==> config.mk <==
export PLATFORM = sky130hd
export DESIGN_NAME = ifetch_prefetch_buf
export DESIGN_NICKNAME = d
export VERILOG_FILES = /design/src/rtl/ifetch_pkg.sv /design/src/rtl/ifetch_fifo.sv /design/src/rtl/ifetch_prefetch_buf.sv
export SDC_FILE = /design/constraint.sdc
export NUM_CORES = 1
export LEC_CHECK = 0
export ABC_AREA = 1
export BUFFER_PORTS_ARGS = -buffer_cell sky130_fd_sc_hd__clkbuf_2
export CORE_MARGIN = 1
export CORE_UTILIZATION = 55
export CTS_CLUSTER_SIZE = 16
export DETAILED_ROUTE_END_ITERATION = 8
export PLACE_DENSITY = 0.77
export SYNTH_ARGS = -nofsm -noshare
export SYNTH_HDL_FRONTEND = slang
export SYNTH_SLANG_ARGS = --single-unit
==> constraint.sdc <==
create_clock -name clk -period 9.3 [get_ports clk]
set_clock_uncertainty 0.2 [all_clocks]
set_input_delay 0.465 -clock clk [delete_from_list [all_inputs] [get_ports clk]]
set_output_delay 0.465 -clock clk [all_outputs]
set_load 0.1 [all_outputs]
==> src/rtl/ifetch_pkg.sv <==
// Shared definitions for the instruction prefetch buffer: fetch FSM states
// and the size of one instruction in bytes.
package ifetch_pkg;

    localparam int IFETCH_INSTR_BYTES = 4;

    typedef enum logic [1:0] {
        IDLE  = 2'd0,
        FETCH = 2'd1,
        FULL  = 2'd2
    } ifetch_state_e;

endpackage

==> src/rtl/ifetch_fifo.sv <==
// Prefetch FIFO holding {address, instruction} entries in fetch order.
// DEPTH must be a power of two so the pointers wrap naturally.
// A push and a pop in the same cycle on a full FIFO are legal: the popped
// head slot is the one the new entry lands in.
module ifetch_fifo #(
    parameter int DEPTH = 4,
    parameter int WIDTH = 64
) (
    input  logic                           clk,
    input  logic                           rst,
    input  logic                           push,
    input  logic                           pop,
    input  logic                           flush,
    input  logic [WIDTH-1:0]               wdata,
    output logic [WIDTH-1:0]               rdata,
    output logic                           full,
    output logic                           empty,
    output logic [$clog2(DEPTH+1)-1:0]     count
);

    localparam int PTR_W = $clog2(DEPTH);
    localparam int CNT_W = $clog2(DEPTH + 1);

    logic [WIDTH-1:0] mem [DEPTH];
    logic [PTR_W-1:0] wr_ptr;
    logic [PTR_W-1:0] rd_ptr;

    // Pointer and occupancy bookkeeping; a flush discards everything at once
    always_ff @(posedge clk or posedge rst) begin
        if (rst) begin
            wr_ptr <= '0;
            rd_ptr <= '0;
            count  <= '0;
        end else if (flush) begin
            wr_ptr <= '0;
            rd_ptr <= '0;
            count  <= '0;
        end else begin
            if (push) begin
                wr_ptr <= wr_ptr + PTR_W'(1);
            end
            if (pop) begin
                rd_ptr <= rd_ptr + PTR_W'(1);
            end
            case ({push, pop})
                2'b10:   count <= count + CNT_W'(1);
                2'b01:   count <= count - CNT_W'(1);
                default: count <= count;
            endcase
        end
    end

    // Entry storage; contents are only meaningful while counted as occupied
    always_ff @(posedge clk) begin
        if (push && !flush) begin
            mem[wr_ptr] <= wdata;
        end
    end

    assign rdata = mem[rd_ptr];
    assign full  = (count == CNT_W'(DEPTH));
    assign empty = (count == '0);

endmodule

==> src/rtl/ifetch_prefetch_buf.sv <==
// Instruction prefetch buffer: runs ahead of the core fetching sequential
// words from a one-cycle-latency instruction memory into a small FIFO.
// A redirect (branch_i) restarts fetching immediately at the new address and
// throws away everything fetched for the old stream.
// Optional build macro IFETCH_FALLTHROUGH_EN: a response arriving while the
// FIFO is empty is presented to the core in its arrival cycle instead of
// being registered first.
module ifetch_prefetch_buf
    import ifetch_pkg::*;
#(
    parameter int ADDR_WIDTH = 18,
    parameter int DATA_WIDTH = 32,
    parameter int DEPTH      = 4
) (
    input  logic                  clk,
    input  logic                  rst,
    input  logic                  branch_i,
    input  logic [31:0]           branch_addr_i,
    input  logic                  ready_i,
    output logic                  valid_o,
    output logic [DATA_WIDTH-1:0] rdata_o,
    output logic [31:0]           addr_o,
    output logic                  mem_en_o,
    output logic [ADDR_WIDTH-1:0] mem_addr_o,
    input  logic [DATA_WIDTH-1:0] mem_rdata_i
);

    localparam int CNT_W   = $clog2(DEPTH + 1);
    localparam int CRD_W   = CNT_W + 2;
    localparam int ENTRY_W = DATA_WIDTH + 32;
    localparam logic [ADDR_WIDTH-1:0] STEP = ADDR_WIDTH'(IFETCH_INSTR_BYTES);

    ifetch_state_e state;
    ifetch_state_e state_next;

    logic [ADDR_WIDTH-1:0] fetch_ptr;
    logic [ADDR_WIDTH-1:0] branch_target;
    logic [ADDR_WIDTH-1:0] issue_addr;
    logic                  issue;

    logic                  inflight;
    logic [ADDR_WIDTH-1:0] inflight_addr;
    logic                  resp_valid;

    logic                  fifo_push;
    logic                  fifo_pop;
    logic                  fifo_full;
    logic                  fifo_empty;
    logic [CNT_W-1:0]      fifo_count;
    logic [ENTRY_W-1:0]    fifo_wdata;
    logic [ENTRY_W-1:0]    fifo_rdata;

    logic                  out_valid;
    logic [DATA_WIDTH-1:0] out_data;
    logic [31:0]           out_addr;
    logic                  handshake;
    logic                  store_resp;

    logic [CRD_W-1:0]      credit_need;
    logic                  credit_ok;

    logic                  unused_branch_bits;

    // Redirect target is word aligned and truncated to the memory space
    assign branch_target      = {branch_addr_i[ADDR_WIDTH-1:2], 2'b00};
    assign unused_branch_bits = ^{branch_addr_i[31:ADDR_WIDTH], branch_addr_i[1:0]};

    // A response for the read issued last cycle belongs to the old stream
    // if a redirect happens now, so it is dropped
    assign resp_valid = inflight & ~branch_i;

    assign fifo_wdata = {32'(inflight_addr), mem_rdata_i};

`ifdef IFETCH_FALLTHROUGH_EN
    logic bypass;

    assign bypass = fifo_empty & resp_valid;

    // Present the arriving response directly when nothing older is queued
    always_comb begin
        out_valid = ~fifo_empty | bypass;
        out_data  = fifo_rdata[DATA_WIDTH-1:0];
        out_addr  = fifo_rdata[ENTRY_W-1:DATA_WIDTH];
        if (bypass) begin
            out_data = mem_rdata_i;
            out_addr = 32'(inflight_addr);
        end
    end

    assign store_resp = resp_valid & ~(bypass & ready_i);
`else
    // Every response goes through the FIFO before reaching the core
    always_comb begin
        out_valid = ~fifo_empty;
        out_data  = fifo_rdata[DATA_WIDTH-1:0];
        out_addr  = fifo_rdata[ENTRY_W-1:DATA_WIDTH];
    end

    assign store_resp = resp_valid;
`endif

    // Storage contents are undefined after reset, so outputs are zeroed
    // whenever nothing valid is being presented
    assign valid_o   = out_valid;
    assign rdata_o   = out_valid ? out_data : '0;
    assign addr_o    = out_valid ? out_addr : '0;
    assign handshake = out_valid & ready_i;

    // The credit check keeps the FIFO from ever overflowing, so the full
    // gate below only matters as a guard for the simultaneous push/pop case
    assign fifo_pop  = handshake & ~fifo_empty;
    assign fifo_push = store_resp & (~fifo_full | fifo_pop);

    // Space needed after this cycle if another read is issued now: current
    // entries, plus the response landing now, plus the new read, minus a pop
    assign credit_need = CRD_W'(fifo_count) + CRD_W'(inflight) + CRD_W'(1)
                       - CRD_W'(handshake);
    assign credit_ok   = (credit_need <= CRD_W'(DEPTH));

    ifetch_fifo #(
        .DEPTH (DEPTH),
        .WIDTH (ENTRY_W)
    ) u_fifo (
        .clk   (clk),
        .rst   (rst),
        .push  (fifo_push),
        .pop   (fifo_pop),
        .flush (branch_i),
        .wdata (fifo_wdata),
        .rdata (fifo_rdata),
        .full  (fifo_full),
        .empty (fifo_empty),
        .count (fifo_count)
    );

    // Fetch state register
    always_ff @(posedge clk or posedge rst) begin
        if (rst) begin
            state <= IDLE;
        end else begin
            state <= state_next;
        end
    end

    // Next state and read issue; a redirect always issues and wins
    always_comb begin
        state_next = state;
        issue      = 1'b0;
        issue_addr = fetch_ptr;
        if (branch_i) begin
            issue      = 1'b1;
            issue_addr = branch_target;
            state_next = FETCH;
        end else begin
            case (state)
                IDLE: begin
                    state_next = IDLE;
                end
                FETCH: begin
                    if (credit_ok) begin
                        issue = 1'b1;
                    end else begin
                        state_next = FULL;
                    end
                end
                FULL: begin
                    if (handshake) begin
                        state_next = FETCH;
                    end
                end
                default: begin
                    state_next = IDLE;
                end
            endcase
        end
    end

    // No reads may escape while reset is held, even on a redirect
    assign mem_en_o   = issue & ~rst;
    assign mem_addr_o = mem_en_o ? issue_addr : '0;

    // Fetch pointer advances one word per read and wraps with the address width
    always_ff @(posedge clk or posedge rst) begin
        if (rst) begin
            fetch_ptr <= '0;
        end else if (mem_en_o) begin
            fetch_ptr <= issue_addr + STEP;
        end
    end

    // Track the single outstanding read and its address for the response
    always_ff @(posedge clk or posedge rst) begin
        if (rst) begin
            inflight      <= 1'b0;
            inflight_addr <= '0;
        end else begin
            inflight      <= mem_en_o;
            inflight_addr <= issue_addr;
        end
    end

endmodule

==> flow_summary.json <==
{
  "synth_area_um2": 10500,
  "first_iter_violations": 410,
  "grt_setup_unrepaired": "false",
  "drv_slew": 0,
  "synth_area_leader_cell": "edfxtp_1",
  "yosysSeqAreaShare": 0.682,
  "hold_viol": 0,
  "synth_area_per_cell_um2": 11.2,
  "min_path_type": "primary input to flop",
  "die_x_um": 140,
  "synth-simple-area-share": 0.167,
  "synth_top_area_share": 0.572,
  "synth_compound_area_frac": 0.0857,
  "nNetsFinal": 1156,
  "diodes": 0,
  "clockBufferDepth": 3,
  "synthXorXnorAreaFrac": 0.00167,
  "yosysUniqueCellTypes": 39,
  "cp-end-kind": "output pin",
  "fin_crit_ns": 4.50,
  "io_pins": 152,
  "grt_pass1_wl_mm": 33.4,
  "cts_setup_buffers": 0,
  "hold-worst-slack_ns": 0.0366,
  "crit_path_start_kind": "flop",
  "cts-buffers-inserted": 25,
  "syn_to_final_growth_pct": 17.8,
  "max_freq_mhz": 222,
  "ys_ff_latch": 246,
  "synth.most_common_cell": "nor2_1",
  "path_buf_inv": 2,
  "fp-row-count": 50,
  "crit_chain": "nor2_1 -> nand2_1 -> nand2_1 -> fa_1 -> ha_1 -> ha_1 -> or2_1 -> nand2_1 -> nand2_2 -> nand2_4 -> inv_2 -> nor2_1 -> clkbuf_2",
  "synthMuxAreaShare": 0,
  "core_um2": 18700,
  "clkTransAtPathRegs_ns": 0.06,
  "relSlewSlack": 0.229,
  "timing.final.crit_share": 0.484,
  "crit_family": "simple AND/OR/NAND/NOR gates",
  "dpl_worst_slack_ns": 5.31,
  "cts_tree": "built",
  "firstDrtPassIters": 5,
  "synth_fa_ha_area_frac": 0.0122,
  "worstPathMaxFanout": 29,
  "final_core_util": 0.661,
  "vias": 7029,
  "tightest_slew_ns": 1.16,
  "via_per_inst": 5.28,
  "worst_path_largest_cell_delay_ns": 0.49,
  "final.setup.tns_ns": 0,
  "fill_cells": 1340,
  "ys.flop_type": "edfxtp_1",
  "irDropWorstVdd_mv": 0.190,
  "grt_overflow": 0,
  "clock_latency_ns": 0.51,
  "cts.sinks": 246,
  "cp_slowest_cell": "clkbuf_2",
  "drive_above_1_share": 0.206,
  "total_power_mw": 4.47,
  "fin_ws_ns": 4.80,
  "grt_pass1_vias": 6669,
  "post_drt_wl_per_cell_um": 15.9,
  "p_leak_nw": 4.94,
  "ys.warnings.count": 0,
  "final_antenna_net_count": 0,
  "place.gp.congestion": 0.780,
  "synth_common_cells": "nor2_1, edfxtp_1, o21ai_0",
  "grt_usage": 0.216,
  "outcome": "finished, final reports clean",
  "fp.dieH_um": 140,
  "route.final.wire_length_mm": 21.1,
  "cp.arrival_ns": 3.83,
  "synthTopCellsByArea": "edfxtp_1, dfrtp_1, nor2_1",
  "cpMostUsedCell": "nand2_1",
  "port_buffers": 121,
  "die_area_um2": 19600,
  "initial_core_util": 0.561,
  "synth_top_family_by_area": "simple AND/OR/NAND/NOR gates",
  "synthCells": 938,
  "synth-async-reset-ratio": 0.187,
  "power_density_nw_per_um2": 361,
  "synth_edf_count": 200,
  "dp_hpwl_mm": 11.3,
  "cts_max_level": 1,
  "grt_max_degree": 97,
  "drcViolationCount": 0,
  "cts-root-buf": "clkbuf_16",
  "antenna_found_initial": 0,
  "drv_cap": 0,
  "cp.required_ns": 8.64,
  "critPathKind": "flop to output pin",
  "setup_viol": 0
}
cells in the final DEF, fill, tap and decap left out, types with 2 or more instances in the layout:
cell           instances
nor2_1               233
edfxtp_1             200
clkbuf_2             121
o21ai_0              108
nand2_1               94
a21oi_1               56
dfrtp_1               44
inv_1                 35
dlygate4sd3_1         33
clkbuf_16             25
nand2_2               21
nand3_1               21
conb_1                14
nand2_4               10
inv_2                  8
buf_4                  8
nor2_4                 7
ha_1                   7
o21ai_1                4
clkinv_1               4
bufinv_16              4
clkbuf_1               4
clkbuf_8               4
nor2_2                 3
nand4_1                3
nor2_8                 2
nor3_1                 2
xor2_1                 2
fa_1                   2
clkinv_2               2
cell type report:
class                   count  area [µm²]  area share
well taps                 234         293      0.0237
clock buffers              33         696      0.0563
flip-flops and latches    246        7160       0.579
multi-input cells         599        2880       0.233
repair buffers            162         996      0.0806
clock inverters            11         158      0.0128
inverters                  45         176      0.0143
report_power, final:
part	internal, mW	switching [mW]
Sequential	1.35	0.0674
Combinational	0.301	1.72
Clock	0.634	0.391
tightest hold or removal path: stages:
cell and delay [ns]:
clkbuf_2 0.08, nand2_2 0.05, nand2_2 0.10
logic make-up (layout without fill, tap and decap cells):
logic type | Yosys count | count (layout)
compound gates | 174 | 174
xor+xnor | 2 | 2
fa+ha+maj | 9 | 9
buf+inv | 106 | 251
flops | 246 | 246
other cells | 1 | 14
simple gates | 400 | 400
sequential cells by signal (all words and copies together) (netlist names):
name           flops
u_fifo.count       3
u_fifo.mem       200
inflight_addr     18
state              2
fetch_ptr         18
u_fifo.wr_ptr      2
u_fifo.rd_ptr      2
inflight           1
per-stage QoR:
step / cell area [µm²] / instances
floorplan: 10500 / 951
global placement: 11200 / 1253
detailed placement: 11200 / 1253
CTS: 12400 / 1330
global route: 12400 / 1330
finish: 12400 / 1330
layer usage:
layer | up-vias | GRT usage | routed length [µm] | part of all wire
li1 | 3432 | - | - | -
met1 | 3340 | 0.283 | 8910 | 0.42
met2 | 225 | 0.370 | 10400 | 0.49
met3 | 32 | 0.0369 | 1440 | 0.068
met4 | 0 | 0.0636 | 351 | 0.017
met5 | - | 0 | 0 | 0
path summary, 6_finish.rpt:
kind / from / endpoint / slack, ns / depth (start not counted)
setup / recovery: u_fifo.count[0] / mem_addr_o[15] / 4.80 / 13
hold / removal: branch_addr_i[16] / inflight_addr[16] / 0.04 / 3
setup reg to reg: u_fifo.count[0] / fetch_ptr[11] / 6.04 / 15
hold reg to reg: inflight_addr[1] / u_fifo.mem[0][33] / 0.28 / 0
max in group asynchronous: rst / u_fifo.rd_ptr[0] / 7.95 / 4
min in group asynchronous: rst / fetch_ptr[4] / 0.49 / 4
timing repair:
action	in CTS	in global routing
hold endpoints to repair	174	0
gates resized for setup	0	0
hold buffers	33	0
(Power assumes the default switching activity.)
